**src/rtl/mem_bus_arbiter.sv**
```systemverilog
// mem_bus_arbiter
//   Two-master, one-slave arbiter for the picorv32 native memory bus.
//   Master 0 is normally the core and master 1 a secondary bus master. The
//   granted master's request is forwarded to the slave unchanged, and the
//   slave's completion goes back to that master in the same cycle. A watchdog
//   forces completion of a slave transaction that never returns ready.
//
// Parameters
//   FIXED_PRIO : 0 = round-robin on ties, 1 = master 0 always wins ties
//   TIMEOUT    : BUSY cycles allowed before forced completion, 0 = no watchdog
//
// Ports
//   clk, reset          : clock (rising edge), synchronous active-high reset
//   mX_valid/instr/addr/wdata/wstrb : master X request (held until mX_ready)
//   mX_ready, mX_rdata  : completion strobe and read data to master X
//   s_valid/instr/addr/wdata/wstrb  : request to the slave (zero when idle)
//   s_ready, s_rdata    : slave completion and read data
//   grant               : one-hot owner (bit0 = m0, bit1 = m1), 0 = idle
//   timeout_err         : one-cycle pulse on a watchdog-forced completion
module mem_bus_arbiter #(
    parameter int FIXED_PRIO = 0,
    parameter int TIMEOUT    = 1024
) (
    input  logic        clk,
    input  logic        reset,

    input  logic        m0_valid,
    input  logic        m0_instr,
    input  logic [31:0] m0_addr,
    input  logic [31:0] m0_wdata,
    input  logic [3:0]  m0_wstrb,
    output logic        m0_ready,
    output logic [31:0] m0_rdata,

    input  logic        m1_valid,
    input  logic        m1_instr,
    input  logic [31:0] m1_addr,
    input  logic [31:0] m1_wdata,
    input  logic [3:0]  m1_wstrb,
    output logic        m1_ready,
    output logic [31:0] m1_rdata,

    output logic        s_valid,
    output logic        s_instr,
    output logic [31:0] s_addr,
    output logic [31:0] s_wdata,
    output logic [3:0]  s_wstrb,
    input  logic        s_ready,
    input  logic [31:0] s_rdata,

    output logic [1:0]  grant,
    output logic        timeout_err
);

    localparam int CW = (TIMEOUT > 0) ? $clog2(TIMEOUT + 1) : 1;
    localparam logic [CW-1:0] CNT_LAST = (TIMEOUT > 0) ? CW'(TIMEOUT - 1) : '0;

    typedef enum logic {
        IDLE = 1'b0,
        BUSY = 1'b1
    } state_t;

    state_t          r_state;
    logic [1:0]      r_grant;
    logic            r_last;     // index of the last master served
    logic [CW-1:0]   r_cnt;

    state_t          w_state_nxt;
    logic [1:0]      w_grant_nxt;
    logic            w_last_nxt;
    logic [CW-1:0]   w_cnt_nxt;

    logic            w_busy;
    logic            w_sel;      // granted master index
    logic            w_pick;     // master to grant when leaving IDLE
    logic            w_tmo;
    logic            w_done;

    // Outputs are forced quiet while reset is high, even if the state
    // register still says BUSY in the cycle reset is first seen.
    assign w_busy = (r_state == BUSY) && !reset;
    assign w_sel  = r_grant[1];

    // A real s_ready in the last allowed cycle wins over the watchdog.
    assign w_tmo  = w_busy && !s_ready && (TIMEOUT != 0) && (r_cnt == CNT_LAST);
    assign w_done = w_busy && (s_ready || w_tmo);

    // Tie-break: fixed priority picks m0; round-robin picks whoever was
    // not served last. A single requester always wins.
    always_comb begin
        w_pick = 1'b0;
        if (m0_valid && m1_valid)
            w_pick = (FIXED_PRIO != 0) ? 1'b0 : ~r_last;
        else
            w_pick = m1_valid;
    end

    always_comb begin
        w_state_nxt = r_state;
        w_grant_nxt = r_grant;
        w_last_nxt  = r_last;
        w_cnt_nxt   = r_cnt;
        case (r_state)
            IDLE: begin
                // s_ready is deliberately ignored here.
                if (m0_valid || m1_valid) begin
                    w_state_nxt = BUSY;
                    w_grant_nxt = w_pick ? 2'b10 : 2'b01;
                    w_cnt_nxt   = '0;
                end
            end
            BUSY: begin
                // Forced completion is treated exactly like a real one,
                // including the round-robin history update.
                if (s_ready || w_tmo) begin
                    w_state_nxt = IDLE;
                    w_grant_nxt = 2'b00;
                    w_last_nxt  = w_sel;
                end else begin
                    w_cnt_nxt   = r_cnt + 1'b1;
                end
            end
            default: begin
                w_state_nxt = IDLE;
                w_grant_nxt = 2'b00;
            end
        endcase
    end

    always_ff @(posedge clk) begin
        if (reset) begin
            r_state <= IDLE;
            r_grant <= 2'b00;
            r_last  <= 1'b1;     // m0 wins the first tie after reset
            r_cnt   <= '0;
        end else begin
            r_state <= w_state_nxt;
            r_grant <= w_grant_nxt;
            r_last  <= w_last_nxt;
            r_cnt   <= w_cnt_nxt;
        end
    end

    // Slave side: granted master's fields while BUSY, all zero otherwise.
    assign s_valid = w_busy;
    assign s_instr = w_busy & (w_sel ? m1_instr : m0_instr);
    assign s_addr  = w_busy ? (w_sel ? m1_addr  : m0_addr)  : 32'h0;
    assign s_wdata = w_busy ? (w_sel ? m1_wdata : m0_wdata) : 32'h0;
    assign s_wstrb = w_busy ? (w_sel ? m1_wstrb : m0_wstrb) : 4'h0;

    // Master side: only the granted master sees ready/rdata. A forced
    // completion returns zero data.
    assign m0_ready = w_done && !w_sel;
    assign m1_ready = w_done &&  w_sel;
    assign m0_rdata = (w_busy && !w_sel && !w_tmo) ? s_rdata : 32'h0;
    assign m1_rdata = (w_busy &&  w_sel && !w_tmo) ? s_rdata : 32'h0;

    assign grant       = r_grant;
    assign timeout_err = w_tmo;

endmodule

```
**config.mk**
```make
export PLATFORM = sky130hd
export DESIGN_NAME = mem_bus_arbiter
export DESIGN_NICKNAME = d
export VERILOG_FILES = /design/src/rtl/mem_bus_arbiter.sv
export SDC_FILE = /design/constraint.sdc
export NUM_CORES = 1
export LEC_CHECK = 0
export BUFFER_PORTS_ARGS = -buffer_cell sky130_fd_sc_hd__buf_4
export CORE_AREA = 2 2 121 123
export CTS_CLUSTER_DIAMETER = 30
export DETAILED_ROUTE_END_ITERATION = 12
export DIE_AREA = 0 0 123 125
export PLACE_DENSITY_LB_ADDON = 0.15
export SKIP_LAST_GASP = 1
export SYNTH_ARGS = -nofsm -noshare
export SYNTH_HDL_FRONTEND = slang
export SYNTH_SLANG_ARGS = --single-unit
export TNS_END_PERCENT = 100
```
**constraint.sdc**
```tcl
create_clock -name clk -period 4.6 [get_ports clk]
set_input_delay 0.46 -clock clk [delete_from_list [all_inputs] [get_ports clk]]
set_output_delay 0.46 -clock clk [all_outputs]
set_load 0.03 [all_outputs]
```
# Word-level counts from Yosys, hierarchy flattened
# Cells that the tools add are included.
dict set report totals {
  reg_bits 15
  out_inout_bits 139
  wordCells 52
}
dict set report classes {
  n_addsub 1
  n_eq_ne 4
  n_mux 20
  bitwise_logic 3
  reduce_logical 20
}
# operator n
set op_table {}
lappend op_table {{$mux 32} 6}
lappend op_table {{$mux 11} 2}
lappend op_table {{$pmux 11 s2} 1}
lappend op_table {{$add 11x1->11 const B} 1}
lappend op_table {{$eq 11x10->1 const B} 1}
lappend op_table {{$logic_and 1x1->1} 11}
lappend op_table {{$mux 4} 2}
lappend op_table {{$mux 2} 3}
lappend op_table {{$reduce_and 2->1} 3}
lappend op_table {{$logic_not 1->1} 4}
lappend op_table {{$mux 1} 4}
lappend op_table {{$ne 2x2->1 const B} 2}
lappend op_table {{$pmux 2 s2} 1}
lappend op_table {{$logic_or 1x1->1} 2}
lappend op_table {{$ne 2x1->1 const B} 1}
lappend op_table {{$not 1->1} 2}
lappend op_table {{$pmux 1 s2} 1}
lappend op_table {{$and 1x1->1} 1}

# Logic depth before layout (Yosys ltp)
dict set report logic_depth {
  depth_word 7
  mapped_depth 7
}

# Worst setup path before layout
# No wires, ideal clock.
dict set report synth_path {
  path_type {flip-flop to output port}
  start {register r_cnt[0]}
  end {output m1_ready}
  arrival_time_ps 2272
  slack_ps 1868
  stages_incl_launch_ff 6
  n_path_buf 1
  cell_sequence {dfxtp_1 ha_1 nand4_4 or4_4 buf_6 a211oi_1}
}
dict set report synth_between {
  elab_chain_len 5
}
# element line_no
set synth_lines {}
lappend synth_lines {{start: declaration} 66} ;# logic [CW-1:0] r_cnt;
lappend synth_lines {{start signal: assignment} 140} ;# r_cnt <= w_cnt_nxt;
lappend synth_lines {{$eq 11x10->1} 85} ;# assign w_tmo = w_busy && !s_ready && (TIMEOUT != 0) && (r_cnt == CNT_LAST);
lappend synth_lines {{$logic_and 1x1->1} 85}
lappend synth_lines {{$logic_or 1x1->1} 86} ;# assign w_done = w_busy && (s_ready || w_tmo);
lappend synth_lines {{$logic_and 1x1->1} 86}
lappend synth_lines {{$logic_and 1x1->1} 154} ;# assign m1_ready = w_done && w_sel;
lappend synth_lines {{end: declaration} 40} ;# output logic m1_ready,
# Every way passes these cells.

# Worst setup path in the final report
dict set report layout_path {
  start {register r_cnt[0]}
  end {output m0_rdata[12]}
}
dict set report layout_between {
  elab_chain_len 5
}
# element line_no
set layout_lines {}
lappend layout_lines {{$eq 11x10->1} 85}
lappend layout_lines {{$logic_and 1x1->1} 85}
lappend layout_lines {{$logic_not 1->1} 155} ;# assign m0_rdata = (w_busy && !w_sel && !w_tmo) ? s_rdata : 32'h0;
lappend layout_lines {{$logic_and 1x1->1} 155}
lappend layout_lines {{$mux 32} 155}
lappend layout_lines {{end: declaration} 33} ;# output logic [31:0] m0_rdata,
# Every way passes these cells.

==> impl_metrics.env <==
export IMPL_grt_usage=0.145
export IMPL_crit_chain="ha_1 > nand4_4 > nor3_1 > a211oi_2 > buf_4 > and2_1 > buf_4"
export IMPL_crit_top_cell="buf_4"
export IMPL_layout_nets=799
export IMPL_regToRegSetupSlack_ns=2.37
export IMPL_fin_crit_ns=2.87
export IMPL_fin_ws_ns=1.73
export IMPL_hold_buffers=0
export IMPL_rr_endpoint="r_cnt[6]$_SDFFE_PP0P_"
export IMPL_grt_pass1_vias=3369
export IMPL_die_area_um2=15400
export IMPL_num_rows=44
export IMPL_area_growth_pct=114
export IMPL_cts_htree_levels=1
export IMPL_place_congestion=0.934
export IMPL_final_cell_mix="buf_4, nor2_1, mux2i_1"
export IMPL_drt_iter0_drc=126
export IMPL_cp_start_kind="register"
export IMPL_grt_pass1_wl_um=17800
export IMPL_design_core_area_um2=14200
export IMPL_drtAntennaViolNets=0
export IMPL_dr_pass1_iters=4
export IMPL_power_density_nw_per_um2=147
export IMPL_overflow=0
export IMPL_postRouteWirelength_um=12300
export IMPL_dr_total_vias=3441
export IMPL_reg2reg_depth=5
export IMPL_post_place_ws_ns=2.00
export IMPL_drv_cap=0
export IMPL_multi_input_area_um2=1870
export IMPL_cp_top_family="simple AND/OR/NAND/NOR gates"
export IMPL_ctsResizeCount=0
export IMPL_whs_ns=0.429
export IMPL_hold_depth=2
export IMPL_ys_seq_area_frac=0.131
export IMPL_min_to="grant[1]$_SDFFE_PP0P_"
export IMPL_synthArstFlopShare=0
export IMPL_cts_setup_buffers=0
export IMPL_hold_class="in2reg"
export IMPL_hp_start="reset"
export IMPL_synthFlopType="dfxtp_1"
export IMPL_finalSetupTns_ns=0
export IMPL_cp_required_ns=4.14
export IMPL_clk_path_buf_depth=2
export IMPL_avgSynthCellArea_um2=7.05
export IMPL_critical_path_class="reg2out"
export IMPL_arrival_ns=2.41
export IMPL_worst_path_max_fanout=32
export IMPL_vdd_drop_max_mv=0.0968
export IMPL_die_h_um=125
export IMPL_num_fill_cells=1567
export IMPL_layout_commonest_cell="buf_4"
export IMPL_grt_max_degree=68
export IMPL_port_buffers=313
export IMPL_initial_core_util=0.161
export IMPL_drive_gt1_frac=0.539
export IMPL_rsz0062_at_grt="no"
export IMPL_viasPerCell=4.27
export IMPL_yosys_warnings=0
export IMPL_end_kind="primary output"
export IMPL_syn_num_nets=501
export IMPL_cts_made_buffers=3
export IMPL_synth_area_um2=2290
export IMPL_cts_tree="yes"
export IMPL_fmax_ghz=0.349
export IMPL_area_sequential_um2=304
export IMPL_hpwl_um=10200
export IMPL_hold_viol_final=0
export IMPL_status="finished clean"
export IMPL_synth_distinct_cells=41
export IMPL_cts_sinks=15
export IMPL_die_width_um=123
export IMPL_antenna_found_initial=0
export IMPL_io_pins=314
export IMPL_synth_cells=325
export IMPL_tightest_slew_ns=0.727
export IMPL_root_buffer="clkbuf_16"
export IMPL_wl_per_cell_um=15.3
export IMPL_drv_slew=0
export IMPL_drc=0
export IMPL_relSlewSlack=0.511
export IMPL_worst_path_buf_inv=2
export IMPL_cpPeakStageDelay_ns=0.52
export IMPL_r2r_start="r_cnt[0]$_SDFFE_PP0P_"
export IMPL_final_setup_skew_ns=0.00721
export IMPL_min_period_over_period=0.624
export IMPL_synth_edf_count=0
export IMPL_worstSkewPairLatency_ns=0.25
export IMPL_p_leak_uw=0.00243
export IMPL_path_clk_slew_ns=0.05
export IMPL_synth_seq_cells=15
export IMPL_cpMaxStageDelayCell="nor3_1"
export IMPL_finalSetupViolCount=0
export IMPL_antenna_cells=0
[logic make-up after synthesis]
group           Yosys count  share of synthesized area
mux                      69                      0.302
fa+ha+maj                 1                    0.00546
compound gates           40                      0.126
simple gates            168                      0.378
buf+inv                  32                     0.0574
flops                    15                      0.131
[metrics by stage]
| stage | std cells | util | cell area (um^2) | total power, uW |
|---|---|---|---|---|
| 6_report | 806 | 0.345 | 4890 | 718 |
| 2_1_floorplan | 325 | - | 2290 | 344 |
| 5_1_grt | 806 | 0.345 | 4890 | 755 |
| 3_5_place_dp | 802 | 0.339 | 4810 | 555 |
| 3_3_place_gp | 802 | 0.339 | 4810 | 551 |
| 4_1_cts | 806 | 0.345 | 4890 | 727 |
[power breakdown]
group	total (uW)	internal, uW	switching, uW
combinational	401	201	200
sequential	148	134	14.0
clock	169	116	53.0
[final cells by class]
type / count / share of cell area
clock buffers: 3 / 0.0153
repair buffers: 317 / 0.486
flip-flops and latches: 15 / 0.0621
inverters: 8 / 0.00613
well taps: 184 / 0.0470
clock inverters: 1 / 0.00102
multi-input cells: 278 / 0.382
[routing by layer]
layer / up-vias / share of wire / routed length (um) / GRT usage
li1: 1701 / - / - / -
met1: 1550 / 0.36 / 4430 / 0.151
met2: 178 / 0.53 / 6550 / 0.290
met3: 12 / 0.093 / 1140 / 0.0310
met4: 0 / 0.018 / 226 / 0.0307
met5: - / 0 / 0 / 0
[cell usage after synthesis (2+ instances only)]
master	count	share of area
clkbuf_1	10	0.016
a21oi_1	9	0.020
o21ai_0	7	0.015
buf_2	3	0.0066
nand2b_1	2	0.0055
mux2i_1	69	0.30
dfxtp_1	15	0.13
inv_1	8	0.013
o31a_1	2	0.0077
nor2_1	75	0.12
nor3_1	4	0.0087
nand2_1	8	0.013
a211oi_1	3	0.0098
a41oi_1	2	0.0077
and2_1	64	0.17
and3_1	4	0.011
buf_1	10	0.016
nor4_1	3	0.0082
a31oi_1	4	0.011
o31ai_1	2	0.0066
[worst max-delay path by stage]
stage	cells after the start	to	slack, ns	startpoint
2_1_floorplan	5	m1_ready	1.87	r_cnt[0]$_SDFFE_PP0P_
3_3_place_gp	5	m1_ready	2.13	r_cnt[0]$_SDFFE_PP0P_
3_5_place_dp	7	m0_rdata[12]	2.00	r_cnt[0]$_SDFFE_PP0P_
4_1_cts	7	m0_rdata[12]	1.72	r_cnt[0]$_SDFFE_PP0P_
5_1_grt	7	m0_rdata[12]	1.58	r_cnt[0]$_SDFFE_PP0P_
6_report	7	m0_rdata[12]	1.73	r_cnt[0]$_SDFFE_PP0P_
[flip-flops by register name (all words and copies together) (netlist names)]
signal and count:
r_state 1, grant 2, r_last 1, r_cnt 11
Power figures use the tool's default switching activity.
